`config.mk`:
```
export PLATFORM = sky130hd
export DESIGN_NAME = sprite_pos_ctrl_flat
export DESIGN_NICKNAME = d
export VERILOG_FILES = /design/src/rtl/sprite_pos_ctrl_if.sv /design/src/rtl/sprite_pos_ctrl.sv /design/src/flat_wrapper.sv
export SDC_FILE = /design/constraint.sdc
export NUM_CORES = 1
export LEC_CHECK = 0
export ABC_CLOCK_PERIOD_IN_PS = 2400
export CORE_MARGIN = 2
export CORE_UTILIZATION = 40
export CTS_CLUSTER_DIAMETER = 100
export DETAILED_ROUTE_END_ITERATION = 10
export PLACE_DENSITY = 0.57
export SYNTH_ARGS = -nofsm -noshare
export SYNTH_HDL_FRONTEND = slang
export SYNTH_SLANG_ARGS = --single-unit
```
`constraint.sdc`:
```
create_clock -name iCLK -period 2.4 [get_ports iCLK]
set_clock_uncertainty 0.1 [all_clocks]
set_input_delay 0.48 -clock iCLK [delete_from_list [all_inputs] [get_ports iCLK]]
set_output_delay 0.48 -clock iCLK [all_outputs]
set_load 0.02 [all_outputs]
```
`src/rtl/sprite_pos_ctrl_if.sv`:
```
// Sprite position controller port bundle.
// Buttons and vsync in, sprite position and status out.
interface sprite_pos_ctrl_if;
    logic       iVS;
    logic       up;
    logic       down;
    logic       left;
    logic       right;
    logic [9:0] oX;
    logic [8:0] oY;
    logic       oMoving;
    logic       oFrameTick;

    modport master (
        output iVS, up, down, left, right,
        input  oX, oY, oMoving, oFrameTick
    );

    modport slave (
        input  iVS, up, down, left, right,
        output oX, oY, oMoving, oFrameTick
    );
endinterface

```
`src/rtl/sprite_pos_ctrl.sv`:
```
// Sprite position controller: debounced buttons move a sprite once per frame.
// Define SPRITE_WRAP_EN to wrap at screen edges instead of clamping.
module sprite_pos_ctrl #(
    parameter int DEB_CYCLES = 250000,
    parameter int STEP       = 2,
    parameter int X_MAX      = 640,
    parameter int Y_MAX      = 480,
    parameter int SPR_W      = 32,
    parameter int SPR_H      = 32,
    parameter int X_INIT     = 304,
    parameter int Y_INIT     = 224
) (
    input  logic              iCLK,
    input  logic              iRST_n,
    sprite_pos_ctrl_if.slave  bus
);

    typedef enum logic [1:0] {IDLE, ARMED, UPDATE, COMMIT} state_t;

    localparam int CW = (DEB_CYCLES > 1) ? $clog2(DEB_CYCLES) : 1;
    localparam logic [CW-1:0] CNT_END = CW'(DEB_CYCLES - 1);
    localparam logic signed [11:0] X_LIM  = 12'(X_MAX - SPR_W);
    localparam logic signed [11:0] Y_LIM  = 12'(Y_MAX - SPR_H);
    localparam logic signed [11:0] STEP_S = 12'(STEP);

    // bit 4 = vsync, bits 3..0 = up, down, left, right
    logic [4:0]         s1_q, s1_d, s2_q, s2_d;
    logic               vs_d1_q, vs_d1_d;
    logic               tick_q, tick_d;
    logic [3:0]         cand_q, cand_d;
    logic [3:0]         lvl_q, lvl_d;
    logic [CW-1:0]      cnt_q [4];
    logic [CW-1:0]      cnt_d [4];
    state_t             state_q, state_d;
    logic signed [11:0] dx_q, dx_d, dy_q, dy_d;
    logic [9:0]         x_q, x_d;
    logic [8:0]         y_q, y_d;

    logic [3:0]         press;
    logic               any_press;
    logic signed [11:0] nx, ny, nx_fit, ny_fit;

    function automatic logic signed [11:0] delta(input logic pos,
                                                 input logic neg);
        if (pos && !neg) return STEP_S;
        if (neg && !pos) return -STEP_S;
        return 12'sd0;
    endfunction

    function automatic logic signed [11:0] fit(input logic signed [11:0] v,
                                               input logic signed [11:0] lim);
`ifdef SPRITE_WRAP_EN
        if (v < 0)   return v + lim + 12'sd1;
        if (v > lim) return v - lim - 12'sd1;
        return v;
`else
        if (v < 0)   return 12'sd0;
        if (v > lim) return lim;
        return v;
`endif
    endfunction

    assign press     = ~lvl_q;
    assign any_press = |press;

    // Synchronizers and the registered frame-start pulse.
    always_comb begin
        s1_d    = {bus.iVS, bus.up, bus.down, bus.left, bus.right};
        s2_d    = s1_q;
        vs_d1_d = s2_q[4];
        tick_d  = vs_d1_q & ~s2_q[4];
    end

    // Per-button debounce: restart on change, accept after a stable run.
    always_comb begin
        cand_d = cand_q;
        lvl_d  = lvl_q;
        cnt_d  = cnt_q;
        for (int i = 0; i < 4; i++) begin
            if (s2_q[i] != cand_q[i]) begin
                cand_d[i] = s2_q[i];
                cnt_d[i]  = '0;
            end else if (cnt_q[i] == CNT_END) begin
                lvl_d[i] = cand_q[i];
            end else begin
                cnt_d[i] = cnt_q[i] + 1'b1;
            end
        end
    end

    // Candidate next position from the delta latched in UPDATE.
    always_comb begin
        nx     = $signed({2'b00, x_q}) + dx_q;
        ny     = $signed({3'b000, y_q}) + dy_q;
        nx_fit = fit(nx, X_LIM);
        ny_fit = fit(ny, Y_LIM);
    end

    // Movement FSM: arm on a press, step once per frame tick.
    always_comb begin
        state_d = state_q;
        dx_d    = dx_q;
        dy_d    = dy_q;
        x_d     = x_q;
        y_d     = y_q;
        unique case (state_q)
            IDLE: begin
                if (any_press) state_d = ARMED;
            end
            ARMED: begin
                if (tick_q)          state_d = UPDATE;
                else if (!any_press) state_d = IDLE;
            end
            UPDATE: begin
                dx_d    = delta(press[0], press[1]);
                dy_d    = delta(press[2], press[3]);
                state_d = COMMIT;
            end
            COMMIT: begin
                x_d     = nx_fit[9:0];
                y_d     = ny_fit[8:0];
                state_d = any_press ? ARMED : IDLE;
            end
            default: state_d = IDLE;
        endcase
    end

    // Synchronizer and frame-tick registers.
    always_ff @(posedge iCLK or negedge iRST_n) begin
        if (!iRST_n) begin
            s1_q    <= '1;
            s2_q    <= '1;
            vs_d1_q <= 1'b1;
            tick_q  <= 1'b0;
        end else begin
            s1_q    <= s1_d;
            s2_q    <= s2_d;
            vs_d1_q <= vs_d1_d;
            tick_q  <= tick_d;
        end
    end

    // Debouncer registers, released level after reset.
    always_ff @(posedge iCLK or negedge iRST_n) begin
        if (!iRST_n) begin
            cand_q <= '1;
            lvl_q  <= '1;
            for (int i = 0; i < 4; i++) cnt_q[i] <= '0;
        end else begin
            cand_q <= cand_d;
            lvl_q  <= lvl_d;
            cnt_q  <= cnt_d;
        end
    end

    // FSM state, latched delta and sprite position.
    always_ff @(posedge iCLK or negedge iRST_n) begin
        if (!iRST_n) begin
            state_q <= IDLE;
            dx_q    <= '0;
            dy_q    <= '0;
            x_q     <= 10'(X_INIT);
            y_q     <= 9'(Y_INIT);
        end else begin
            state_q <= state_d;
            dx_q    <= dx_d;
            dy_q    <= dy_d;
            x_q     <= x_d;
            y_q     <= y_d;
        end
    end

    assign bus.oX         = x_q;
    assign bus.oY         = y_q;
    assign bus.oMoving    = (state_q != IDLE);
    assign bus.oFrameTick = tick_q;

endmodule

```
`src/flat_wrapper.sv`:
```
// flat-port wrapper written by rule: the top's interface ports become plain ports
module sprite_pos_ctrl_flat 
#(
    parameter int DEB_CYCLES = 250000,
    parameter int STEP       = 2,
    parameter int X_MAX      = 640,
    parameter int Y_MAX      = 480,
    parameter int SPR_W      = 32,
    parameter int SPR_H      = 32,
    parameter int X_INIT     = 304,
    parameter int Y_INIT     = 224
)
  (iCLK, iRST_n, bus_iVS, bus_up, bus_down, bus_left, bus_right, bus_oX, bus_oY, bus_oMoving, bus_oFrameTick);
  sprite_pos_ctrl_if bus_i ();
  input  logic iCLK;
  input  logic iRST_n;
  input wire logic [$bits(bus_i.iVS)-1:0] bus_iVS;
  input wire logic [$bits(bus_i.up)-1:0] bus_up;
  input wire logic [$bits(bus_i.down)-1:0] bus_down;
  input wire logic [$bits(bus_i.left)-1:0] bus_left;
  input wire logic [$bits(bus_i.right)-1:0] bus_right;
  output wire logic [$bits(bus_i.oX)-1:0] bus_oX;
  output wire logic [$bits(bus_i.oY)-1:0] bus_oY;
  output wire logic [$bits(bus_i.oMoving)-1:0] bus_oMoving;
  output wire logic [$bits(bus_i.oFrameTick)-1:0] bus_oFrameTick;
  assign bus_i.iVS = bus_iVS;
  assign bus_i.up = bus_up;
  assign bus_i.down = bus_down;
  assign bus_i.left = bus_left;
  assign bus_i.right = bus_right;
  assign bus_oX = bus_i.oX;
  assign bus_oY = bus_i.oY;
  assign bus_oMoving = bus_i.oMoving;
  assign bus_oFrameTick = bus_i.oFrameTick;
  sprite_pos_ctrl #(.DEB_CYCLES(DEB_CYCLES), .STEP(STEP), .X_MAX(X_MAX), .Y_MAX(Y_MAX), .SPR_W(SPR_W), .SPR_H(SPR_H), .X_INIT(X_INIT), .Y_INIT(Y_INIT)) u_core (.iCLK(iCLK), .iRST_n(iRST_n), .bus(bus_i));
endmodule
```
# ---- Word-level counts from Yosys, hierarchy flattened
# Cells that the tools add are included.
dict set report word_totals {
  mem_bits_rw 0
  out_inout_bits 21
  latchBits 0
  rom_bits 0
  ff_bits 137
  word_cells 116
  n_memories 0
}
dict set report classes {
  eq_ne 17
  add_sub_neg 6
  mux 45
  shift 0
  n_bitwise 7
  order_cmp 4
  reduce_logical 16
  div_mod_pow 0
  n_mul 0
}
# operator count
set ops {}
lappend ops {{$mux 18} 8}
lappend ops {{$mux 12} 8}
lappend ops {{$add 18x1->18 const B} 4}
lappend ops {{$eq 18x18->1 const B} 4}
lappend ops {{$mux 10} 4}
lappend ops {{$mux 9} 4}
lappend ops {{$lt 12x1->1 const B} 2}
lappend ops {{$mux 1} 17}
lappend ops {{$add 10x12->12} 1}
lappend ops {{$add 11x12->12} 1}
lappend ops {{$gt 12x10->1 const B} 1}
lappend ops {{$gt 12x11->1 const B} 1}
lappend ops {{$ne 2x1->1 const B} 5}
lappend ops {{$reduce_and 2->1} 5}
lappend ops {{$pmux 2 s4} 1}
lappend ops {{$mux 2} 3}
lappend ops {{$not 1->1} 5}
lappend ops {{$eq 2x2->1 const B} 2}
lappend ops {{$logic_and 1x1->1} 4}
lappend ops {{$logic_not 1->1} 4}
lappend ops {{$ne 1x1->1} 4}
lappend ops {{$not 4->4} 1}
lappend ops {{$reduce_or 4->1} 1}
lappend ops {{$ne 3x2->1 const B} 1}
lappend ops {{other kinds (4)} 4}

# ---- Logic depth before layout (Yosys ltp)
# Gate-level depths: netlist of run 1.
dict set report logic_depth {
  ltp_word 9
  mapped_depth 9
}

# ---- Least setup slack after synthesis of run 1
# Ideal clock, no wire load.
dict set report synth_path {
  path_kind {register to register}
  from {reg u_core.x_q[1] (netlist: u_core.bus.oX[1])}
  to {reg u_core.x_q[4] (netlist: u_core.bus.oX[4])}
  required_time_ns 2.209
  setup_ns 0.091
  stages_incl_launch_ff 9
  period_less_slack_ns 2.482
  arrival_ns 2.292
  path_slack_ns -0.082
  cell_sequence {dfrtp_1 -> ha_1 -> fa_1 -> a211oi_2 -> o211ai_1 -> a21oi_1 -> nor4b_2 -> o2bb2ai_1 -> o31ai_1}
}
dict set report synth_between {
  elab_chain_cells 6
  word_cells_on_any_way 9
  cone_classes {add/sub: 1; order compare: 2; mux: 6}
}
# element line
set synth_lines {}
lappend synth_lines {{start, declared} sprite_pos_ctrl.sv:36} ;# logic [9:0] x_q, x_d;
lappend synth_lines {{start signal, assigned} sprite_pos_ctrl.sv:162} ;# x_q <= 10'(X_INIT);
lappend synth_lines {{$add 11x12->12 (*)} sprite_pos_ctrl.sv:93} ;# nx = $signed({2'b00, x_q}) + dx_q;
lappend synth_lines {{$gt 12x11->1} sprite_pos_ctrl.sv:58} ;# if (v > lim) return lim;
lappend synth_lines {{$mux 1 (2 in a row)} sprite_pos_ctrl.sv:58}
lappend synth_lines {{$mux 10} sprite_pos_ctrl.sv:59} ;# return v;
lappend synth_lines {{$mux 10 (*)} sprite_pos_ctrl.sv:58}
# Every way passes the cells marked *; elsewhere a longest branch is shown, timed or not. The select of a mux whose other input is x is not followed.
# A chain may end at the register's enable or synchronous reset.

# ---- Worst setup path in the final report of run 1
dict set report layout_path {
  from {reg u_core.x_q[1] (netlist: u_core.bus.oX[1])}
  to {reg u_core.x_q[6] (netlist: u_core.bus.oX[6])}
}
# The elaborated chain is that of the path after synthesis.

==> results of run 1 <==
==> routing by layer <==
layer / vias to the layer above / share of wire, % / routed length, um
met5: - / 0 / 0
met4: 0 / 2.0 / 268
met3: 24 / 2.8 / 369
met2: 60 / 47 / 6220
met1: 2367 / 49 / 6460
li1: 2380 / - / -
==> per-stage QoR <==
step / hold WS [ns] / util [%] / area (um^2) / instances
6_report: 0.255 / 53.0 / 8060 / 913
5_1_grt: 0.259 / 53.0 / 8060 / 913
4_1_cts: 0.256 / 50.4 / 7660 / 906
3_5_place_dp: 0.248 / 46.1 / 7010 / 873
3_3_place_gp: 0.246 / 46.1 / 7010 / 873
2_1_floorplan: 0.0844 / - / 6250 / 633
==> cell usage in the layout (no fill, tap or decap), types with 4 or more instances in the layout <==
master           Yosys  routed
nand3_1             35      35
nand3b_1             4       4
and4_1               6       5
o211ai_1             7       7
dfstp_2             25      25
inv_1               18      18
nand2_1             56      56
clkbuf_16            0      18
xor2_1              48      48
nor3_1               8       6
nand4_1             12      12
dfrtp_1             90      87
a21oi_1             26      19
nand2b_1             5       5
ha_1                27      15
o31ai_2              0       5
clkdlybuf4s50_1      0      24
a21oi_2              2       7
o21ai_1              3       6
mux2i_1              6       5
xnor2_1             27      25
o21ai_0             20      15
nor2_1              88      87
nor4b_1              4       4
or3_1                8       7
buf_4                3      48
nor2b_1              8       7
clkinv_2             0       5
ha_4                 0      10
and3_1              13      13
nor4_1               6       6
==> flip-flops by register name (all words and copies together) (netlist names) <==
name / count
u_core.bus.oFrameTick: 1
u_core.bus.oX: 9
u_core.bus.oY: 8
u_core.cand_q: 4
u_core.cnt_q: 72
u_core.dx_q: 2
u_core.dy_q: 2
u_core.lvl_q: 4
u_core.s1_q: 5
u_core.s2_q: 5
u_core.state_q: 2
u_core.vs_d1_q: 1
==> synthesized netlist by cell type (3+ instances only) <==
cell type,n
buf_4,3
or3_1,8
nor4_1,6
dfrtp_1,90
clkbuf_1,11
nand4_1,12
nor2_1,88
and3_1,13
dfstp_2,25
and4_1,6
xor2_1,48
mux2i_1,6
a31oi_1,3
nor2b_1,8
o211ai_1,7
a21boi_0,3
a21o_1,3
a22o_1,3
nor3_1,8
ha_1,27
o31ai_1,8
o21ai_1,3
inv_1,18
nand2_1,56
a211oi_2,3
o21ai_0,20
xnor2_1,27
a21oi_1,26
nand3_1,35
nand3b_1,4
and2_1,4
nor4b_1,4
nand2b_1,5
==> what timing repair did <==
action                                  in CTS  in global routing
gates cloned                                 0                  1
hold buffers                                 1                  0
buffers inserted                             0                  6
gates resized for setup                      8                 58
pin swaps                                    7                 22
endpoints found under the setup margin      14                 17
endpoints found under the hold margin       24                  0
==> worst max-delay path: cells and delay by family, from the launching register on <==
family | cells | cell delay (ns)
buffers and inverters | 1 | 0.17
DFF | 1 | 0.43
adders and majority gates | 2 | 0.54
and+or+nand+nor | 1 | 0.07
xor gates and xnor gates | 1 | 0.29
AOI/OAI and AO/OA | 4 | 0.70
==> logic make-up (layout without fill, tap and decap cells) <==
group | after synthesis | count (layout) | synth area share, %
buffers and inverters | 35 | 127 | 2.33
XOR/XNOR | 75 | 75 | 10.6
AND/OR/NAND/NOR | 271 | 271 | 22.0
other | 1 | 2 | 0.0603
flip-flops | 115 | 115 | 46.8
multiplexers | 8 | 8 | 1.33
AO/OA/AOI/OAI | 98 | 98 | 10.8
adder cells (fa/ha/maj) | 29 | 29 | 6.08
==> layout make-up <==
type / instances / area share (%)
clock buffers: 22 / 5.88
clock inverters: 10 / 1.61
inverters: 18 / 0.838
multi-input cells: 483 / 44.1
flip-flops and latches: 115 / 36.1
well taps: 188 / 2.92
repair buffers: 77 / 8.52
==> how the worst max path moves through the flow <==
stage,startpoint,to
after floorplan,u_core.dx_q[10],u_core.bus.oX[4]
after global placement,u_core.dx_q[10],u_core.bus.oX[1]
after detailed placement,u_core.dx_q[10],u_core.bus.oX[4]
after CTS,u_core.dy_q[10],u_core.bus.oY[2]
after global routing,u_core.bus.oX[1],u_core.bus.oX[6]
final,u_core.bus.oX[1],u_core.bus.oX[6]
==> where the power goes <==
group / total [uW] / switching, uW / internal, uW
Clock: 2570 / 873 / 1700
Combinational: 230 / 148 / 82.6
Sequential: 2050 / 44.0 / 2000
==> flow_summary.ini, run 1 <==
[floorplan]
coreArea_um2 = 15200
io_pins = 28
row_count = 45
die-area_um2 = 16600
die_y_um = 129
initial_core_util_pct = 40.9
fp.dieW_um = 129

[pwr]
irDropWorstVdd_uv = 502
power_leakage_uw = 0.00343
power_uw = 4850
p_per_area_nw_per_um2 = 602

[clock_tree]
ctsRootBufferMaster = clkbuf_16
cts.path.max_buffers = 2
cts_sinks = 115
path_clk_slew_ns = 0.05
clk_latency_ns = 0.42
cts_buffers = 17
htree_num_levels = 4
cts_tree = built

[outcome]
violations = negative setup slack
outcome = complete, but fails checks

[placed_design]
port_buffers = 25
dp_hpwl_mm = 8.82
place_ws_ns = -0.0884
gp_congestion = 0.846

[layout]
multi_input_area_um2 = 3560
area_delta_synth_final_pct = 29.7
post_route_cells_drive_above_1_share_pct = 23.7
fillCellCount = 1326
n_antenna_cell = 0
seq_area_um2 = 2910
final_nets = 748

[grt]
grt.met1_usage_pct = 22.1
grt_max_degree = 51
grt_usage_pct = 16.5
met2_usage_pct = 25.3
antenna_found_initial = 0
overflow = 0
busiest_layer = met2
grt_first_pass_wirelength_mm = 21.8
grt_use_met3_pct = 3.95
grt_pass1_vias = 4650

[yosys]
synth_edf_count = 0
synthCells = 632
ys_ff_latch = 115
synthTopCellsByArea = dfrtp_1 (36%), dfstp_2 (11%), xor2_1 (6.8%), ha_1 (5.4%), nor2_1 (5.3%)
async_reset_ff_share_pct = 100
synth.avg_cell_area_um2 = 9.84
synth_cell_types = 64
ys.flop_type = dfrtp_1
synthesis.area_um2 = 6220
synth-warning-count = 0
synth_top_area_share_pct = 36.2
synth_top_area_cell = dfrtp_1
ys_seq_area_share_pct = 46.8

[routing]
routed_via_density = 5.29
drc_errors = 0
vias = 4831
drtAntennaViolNets = 0
avgRoutedWirePerCell_um = 14.6
drt_first_pass_iters = 4
routed_wl_mm = 13.3
drt_iter0_drc = 223

[timing]
setup_slack_ns = -0.0227
drv_slew = 0
hold_viol = 0
worst_pin_slew_ns = 0.513
relSlewSlack_pct = 65.5
setup_viol = 2
max_freq_mhz = 413
rsz0062_at_grt = true
layout_min_cycle_time_ns = 2.42
period_share_pct = 101
tns_ns = -0.0328

[critical_path]
r2r_start = u_core.bus.oX[1]
reg2reg_depth = 9
worstSetupEndpointType = register
r2r_end = u_core.bus.oX[6]
critPathKind = register to register
critPathMaxFanout = 3
arrival_ns = 2.61
cp.required_ns = 2.59
critical_path.max_stage_delay_ns = 0.43
crit_path_cell_trace = ha_4, fa_2, a211oi_4, o21ai_1, xnor2_1, buf_4, nand2_1, a22oi_2, o211ai_1
crit_path_start_kind = register
cp_slowest_cell = dfrtp_2
reg2reg_slack_ns = -0.02

[worst_hold_path]
whs_path_depth = 0
hp-class = register to register
hold_path_end = u_core.s2_q[1]
hp-start = u_core.s1_q[1]

[flow_run]
drv_cap = 0
Power figures use the tool's default switching activity.
==> run 2: changes to the inputs <==
--- a/config.mk
+++ b/config.mk
@@ -10,7 +10,7 @@
 export CORE_UTILIZATION = 40
 export CTS_CLUSTER_DIAMETER = 100
 export DETAILED_ROUTE_END_ITERATION = 10
-export PLACE_DENSITY = 0.57
+export PLACE_DENSITY = 0.68
 export SYNTH_ARGS = -nofsm -noshare
 export SYNTH_HDL_FRONTEND = slang
 export SYNTH_SLANG_ARGS = --single-unit
==> run 2 against run 1 <==
  * Largest cell class unchanged
  * Combinational power about the same
  * Count of clock-buffer cells in the layout decreased by 3
  * Hold slack about the same
  * The flow still finishes with violations (negative setup slack)
  * Largest power group unchanged
==> flow_summary.ini, run 2 (synthesis gave the netlist of run 1 again) <==
[routing]
drt_first_pass_iters = 4
drtAntennaViolNets = 0
drt_iter0_drc = 304
avgRoutedWirePerCell_um = 14.7
routed_wl_mm = 13.3
vias = 4838
routed_via_density = 5.32
drc_errors = 0

[clock_tree]
clk_latency_ns = 0.41
cts_sinks = 115
htree_num_levels = 4
cts_buffers = 17
cts_tree = built
path_clk_slew_ns = 0.05
ctsRootBufferMaster = clkbuf_16
cts.path.max_buffers = 2

[pwr]
p_comb_share_pct = 4.8
pwr-share-seq_pct = 42.5
swShare_pct = 23.4
p_per_area_nw_per_um2 = 605
power_leakage_uw = 0.00340
p_int_uw = 3680
p_switching_uw = 1130
pwr-share-clk_pct = 52.7
irDropWorstVdd_uv = 511

[critical_path]
critical_path.max_stage_delay_ns = 0.46
critPathMaxFanout = 6
cp.required_ns = 2.61
arrival_ns = 2.66
crit_path_start_kind = register
critPathKind = register to register
crit_family = compound AO/OA/AOI/OAI gates
worstSetupEndpointType = register
crit_path_cell_trace = buf_4, ha_1, a21o_1, and4_1, or3_1, a31oi_2, nor3_4, o31ai_2
cp_slowest_cell = dfrtp_2
critPathBufInv = 1

[floorplan]
die-area_um2 = 16600
coreArea_um2 = 15200
die_y_um = 129
io_pins = 28
fp.dieW_um = 129
row_count = 45
initial_core_util_pct = 40.9

[timing]
setup_viol = 10
drv_slew = 0
hold_viol = 0
tns_ns = -0.262
setup_slack_ns = -0.0481
rsz0062_at_grt = true
relSlewSlack_pct = 63.9
timing.hold.ws_ns = 0.256
max_freq_mhz = 408
layout_min_cycle_time_ns = 2.45
worst_pin_slew_ns = 0.537
period_share_pct = 102

[layout]
final_nets = 744
fillCellCount = 1304
most-common-layout-cells = nor2_1 (88), dfrtp_1 (86), nand2_1 (56)
post_route_cells_drive_above_1_share_pct = 22.9
area_delta_synth_final_pct = 27.9
mostFrequentLayoutCell = nor2_1
largest_reg_flops = 72
final_area_um2 = 7950
stdcell_count = 909
n_antenna_cell = 0
largest_register = u_core.cnt_q

[placed_design]
port_buffers = 25
gp_congestion = 0.870
place_ws_ns = -0.142
dpl.cell_count = 863
dp_hpwl_mm = 8.95
placed_cell_area_um2 = 6930

[grt]
grt_max_degree = 45
grt_first_pass_wirelength_mm = 21.9
grt_usage_pct = 16.3
grt_pass1_vias = 4763
overflow = 0
antenna_found_initial = 0

[outcome]
violations = negative setup slack
outcome = complete, but fails checks

[worst_hold_path]
hp-class = register to register

[flow_run]
drv_cap = 0
[run 2: cell types whose count changed in the layout (fill, tap and decap cells not counted), sizes merged]
cell,change
clkbuf,-4
bufinv,-1
inv,+2
buf,-3
clkinv,+2
[run 2: final timing paths]
path	startpoint	end	slack (ns)	cells past startpoint
worst max register to register	u_core.dy_q[10]	u_core.bus.oY[4]	-0.05	8
max in group asynchronous	iRST_n	u_core.s1_q[2]	1.03	3
worst min-delay path	u_core.s1_q[3]	u_core.s2_q[3]	0.26	0
worst max-delay path	u_core.dy_q[10]	u_core.bus.oY[4]	-0.05	8
min in group asynchronous	iRST_n	u_core.bus.oX[7]	0.49	2
worst min register to register	u_core.s1_q[3]	u_core.s2_q[3]	0.26	0
[run 2: cell type report]
type / count / area, um^2 / area share (%)
Multi-Input combinational cell: 483 / 3480 / 43.7
Timing Repair Buffer: 73 / 651 / 8.18
Tap cell: 188 / 235 / 2.96
Sequential cell: 115 / 2910 / 36.6
Clock inverter: 13 / 153 / 1.92
Clock buffer: 19 / 453 / 5.70
Inverter: 18 / 67.6 / 0.850
[run 2: power groups by stage]
stage	Sequential, uW	Clock [uW]	Combinational [uW]
after global placement	2070	0	212
final	2050	2530	230
after global routing	2050	2680	264
after CTS	2040	2590	228
after detailed placement	2080	0	225
after floorplan	2070	0	128
[run 2: what timing repair did]
item | 4_1_cts | 5_1_grt
buffers inserted | 3 | 10
setup endpoints to repair | 17 | 17
hold buffers | 1 | 0
endpoints found under the hold margin | 28 | 0
pin swaps | 10 | 24
resized for setup | 13 | 54
[run 2: metrics by stage]
step                      util (%)  total power (uW)
final                         52.3              4810
after global routing          52.3              5000
after global placement        45.6              2280
after detailed placement      45.6              2300
after floorplan                  -              2190
after CTS                     50.2              4860
[run 2: per-layer routing]
| metal | routed length, um | track usage, % |
|---|---|---|
| met5 | 0 | 0 |
| met4 | 138 | 4.92 |
| met3 | 356 | 4.07 |
| met2 | 6790 | 27.4 |
| met1 | 6030 | 21.0 |
[run 2: worst reg2reg max path, cell delays in order, from the launching register on]
cell and delay, ns:
dfrtp_2 0.46, buf_4 0.16, ha_1 0.27, a21o_1 0.23
and4_1 0.22, or3_1 0.34, a31oi_2 0.23, nor3_4 0.10
o31ai_2 0.23
